===== config.mk =====
export PLATFORM = sky130hd
export DESIGN_NAME = select_register_file
export DESIGN_NICKNAME = d
export VERILOG_FILES = /design/src/rtl/select_register_file.sv
export SDC_FILE = /design/constraint.sdc
export NUM_CORES = 1
export LEC_CHECK = 0
export CORE_UTILIZATION = 30
export DETAILED_ROUTE_END_ITERATION = 10
export GPL_TIMING_DRIVEN = 0
export PLACE_DENSITY = 0.58
export SLEW_MARGIN = 25
export SYNTH_ARGS = -nofsm -noshare
export SYNTH_HDL_FRONTEND = slang
export SYNTH_SLANG_ARGS = --single-unit

===== constraint.sdc =====
create_clock -name clk -period 1.59 [get_ports clk]
set_input_delay 0.159 -clock clk [delete_from_list [all_inputs] [get_ports clk]]
set_output_delay 0.159 -clock clk [all_outputs]
set_load 0.02 [all_outputs]

===== src/rtl/select_register_file.sv =====
// Writeback write-enable steering between scalar and vector register files,
// with registered last-target and saturating per-file write counters.
module select_register_file #(
    parameter int unsigned CNT_W = 16
) (
    input  logic             clk,
    input  logic             rst,
    input  logic             wreg,
    input  logic             vf,
    output logic             enreg,
    output logic             envec,
    output logic             last_vec,
    output logic [CNT_W-1:0] sca_cnt,
    output logic [CNT_W-1:0] vec_cnt
);

    localparam logic [CNT_W-1:0] CNT_MAX = '1;

    // Zero-latency steering; independent of clock and reset by design.
    assign envec = wreg & vf;
    assign enreg = wreg & ~vf;

    // Status: reset wins over a same-edge write; counters stick at all-ones.
    always_ff @(posedge clk) begin
        if (!rst) begin
            last_vec <= 1'b0;
            sca_cnt  <= '0;
            vec_cnt  <= '0;
        end else if (enreg) begin
            last_vec <= 1'b0;
            if (sca_cnt != CNT_MAX) begin
                sca_cnt <= sca_cnt + CNT_W'(1);
            end
        end else if (envec) begin
            last_vec <= 1'b1;
            if (vec_cnt != CNT_MAX) begin
                vec_cnt <= vec_cnt + CNT_W'(1);
            end
        end
    end

endmodule


==> results by group <==
Synth
  – XOR/XNOR Fraction of Synth Area: 0%
  – Sequential element share of the synthesized area: 39.20%
  – Count leader, synth: dfxtp_1
  – Top-area cell type share of the netlist area: between 30% and 40%
  – Area contributors post-synth: dfxtp_1 (39%), a21oi_1 (5.3%), o31ai_1 (4.5%)
  – Netlist cell types: 39
  – Commonest register cell after synthesis: dfxtp_1
  – Compound-cell area share of the yosys netlist: roughly a fifth
  – Synth warn: 0
  – Post-synth top cells: dfxtp_1 (33), a21oi_1 (18), nand2_1 (15), nand3_1 (10), o31ai_1 (10)
  – Synth Instances: between 150 and 200
  – Syn_nets: 203
  – Largest area contributor in the netlist: dfxtp_1
  – Largest family of logic cells by synthesized area: simple AND/OR/NAND/NOR gates
  – Mux contribution to synthesized area: between 2 and 3%
  – Async S/R FF share, synth: 0%
  – Synth Register Bits: 33
  – Mapped cell area: approximately 0.0017 mm²
  – Number of enable flip-flop cells after synthesis: 0
  – Post-synthesis simple-gate area fraction: about a third
  – Mean Syn Cell Area: about 8.6 µm²
  – Adder-Cell Fraction of Synth Area: under 10%

Worst setup path
  – Cell at the slowest stage of the critical path: or4_4
  – Critical path endpoint category: flop
  – Crit Path Max Fanout: 5
  – CP peak stage delay: about 560 ps
  – Startpoint types: flop
  – Worst setup path class: reg2reg
  – Critical Path RT: around 1800 ps
  – Crit path arrival time: between 1500 and 2000 ps
  – CP cell instances: ha_4 > nand4_1 > buf_6 > o2111ai_4 > or4_4 > a21oi_2

Clock tree
  – Root Buffer: clkbuf_8
  – Clk slew on worst S/H paths: 70 ps
  – Hold-fix buffers at CTS: 0
  – TritonCTS clock tree: yes
  – H-tree level count: 2
  – Clk Latency, worst-skew pair: 290 ps
  – Clock Sinks: 33
  – Num CTS Buffers: 5
  – Worst-case clock buffer depth: 2

Placed design
  – Hpwl dp: approximately 3.2 mm
  – Placed Area: 0.002252 mm²
  – I/O Buffers: 38
  – Post-Place Cells: approximately 310
  – Gpl congestion: 0.7705

Cells and area
  – Register area: between 700 and 800 µm²
  – # fillers: just over 500
  – Layout Nets: ~270
  – Multi-input gate area: between 0.001 and 0.0015 mm²
  – Layout cells sized above 1: 31.70%
  – Non-Filler Instances: ~340
  – Synthesis-to-layout area growth: 57.98%
  – Antenna cells: 0
  – Final instance area: roughly 0.0027 mm²

Route
  – Routed WL: around 4.8 mm
  – DR WL/cell: 14.34 µm
  – Vias: 1825
  – TritonRoute pass-1 iters: 4
  – Highest Signal Layer: met4
  – Drt initial violations: around 150
  – ANT nets after route: 0
  – Met3 routed WL: 188 µm
  – Remaining routing DRC violations: 0
  – Routed wl met2: roughly 2.2 mm
  – Vias/cell: between 5 and 6
  – WL met1: 2.324 mm

Power
  – Peak VDD IR: ~0.36 mV
  – PwrDens: roughly 600 mW/mm²
  – Total power: 1.588 mW
  – Leakage: between 0.9 and 1 nW

Floorplanning
  – Row count: 26
  – Core ar.: between 0.005 and 0.006 mm²
  – IO Pins: 39
  – Die area: just under 0.006 mm²
  – Die X: slightly below 80 µm
  – Die height: just under 80 µm
  – Starting density of the core: about a third

Global route
  – First-pass GRT wire length: approximately 7.7 mm
  – Gr usage total: 16.43%
  – GRT overflow: 0
  – Initial antenna violation count: 0
  – Vias in the first global route: 1597
  – Pin count of the biggest net entering global routing: 11

Timing
  – Worst-Margin Slew: ~600 ps
  – FMAX: roughly 630 MHz
  – Slew Viols, Final: 0
  – Final period utilization: 100.4%
  – Final worst path period need: approximately 1600 ps
  – Unrepaired setup endpoints after global routing: true
  – WHS: between 400 and 500 ps
  – Finish-stage setup viols: 2
  – Final worst slack: -6.001 ps
  – Final-report hold violation count: 0
  – Worst clock skew: roughly 3.7 ps
  – TNS Setup: -11.69 ps
  – Slew HR: between 50% and 60%

Outcome
  – Failing checks: setup timing
  – Outcome: finished with violations

Flow run
  – Max-cap violation count: 0

Worst hold path
  – HP Class: in2reg
-- state kept, by name, indices dropped and copies added (netlist names) --
| signal | count |
|---|---|
| sca_cnt | 16 |
| vec_cnt | 16 |
| last_vec | 1 |
-- placed cells by master, fill, tap and decap left out, drive strengths merged, types with 3 or more instances in the layout --
cell / n
nor3: 9
o21ai: 8
dfxtp: 33
o211ai: 3
mux2i: 5
inv: 6
or4: 7
clkdlybuf4s50: 32
and4: 3
nor2b: 3
and3: 4
or3: 7
nand3: 11
nor4: 8
a21oi: 18
clkbuf: 10
dlygate4sd2: 5
nor2: 7
nand4: 10
nand2: 15
o31ai: 10
buf: 25
nand2b: 4
-- layer usage --
metal	GRT usage, %	vias to the layer above
li1	-	911
met1	21.88	875
met2	25.54	32
met3	4.048	7
met4	5.769	0
met5	0	-
-- worst paths after layout --
kind         startpoint          end  slack (ps)  cells past startpoint
max          sca_cnt[1]  sca_cnt[13]          -6                      6
min                wreg     last_vec         420                      3
max reg2reg  sca_cnt[1]  sca_cnt[13]          -6                      6
min reg2reg    last_vec     last_vec         480                      2
-- report_power, final --
part	leakage, nW	internal [mW]	switching (mW)	total [mW]
clock network	0.0443	0.344	0.311	0.654
logic	0.639	0.0428	0.0614	0.104
registers	0.282	0.823	0.00641	0.830
-- kinds of logic (layout without fill, tap and decap cells) --
kind of cell,Yosys count,count (layout)
AO/OA/AOI/OAI,54,54
flip-flops,33,33
buffers and inverters,11,79
AND/OR/NAND/NOR,92,92
adder cells (fa/ha/maj),2,2
multiplexers,5,5
-- stage by stage --
stage	worst slack, ps	utilization, %
after floorplan	-28.75	-
after global routing	-76.73	50.52
after global placement	-487.9	42.74
final	-6.001	50.52
after detailed placement	-500.4	42.74
after CTS	-4.439	47.70
-- area by class of cell --
type	count	area share, %
Buffer	5	1.128
Clock buffer	7	3.242
Inverter	6	0.8459
Multi-Input combinational cell	153	43.94
Sequential cell	33	26.79
Tap cell	70	3.289
Timing Repair Buffer	61	20.77
-- critical path: cells and delay by family (launching register included) --
kind            cells  cell delay, ps
buf+inv             1             140
compound gates      2             250
simple gates        2             640
flops               1             350
fa+ha+maj           1             150
-- repair_timing --
| action | 4_1_cts | 5_1_grt |
|---|---|---|
| setup endpoints to repair | 29 | 26 |
| endpoints found under the hold margin | 0 | 0 |
| resized for setup | 19 | 26 |
| buffers inserted | 13 | 10 |
| pin swaps | 9 | 9 |
No activity file was read; power rests on OpenSTA's default activity.
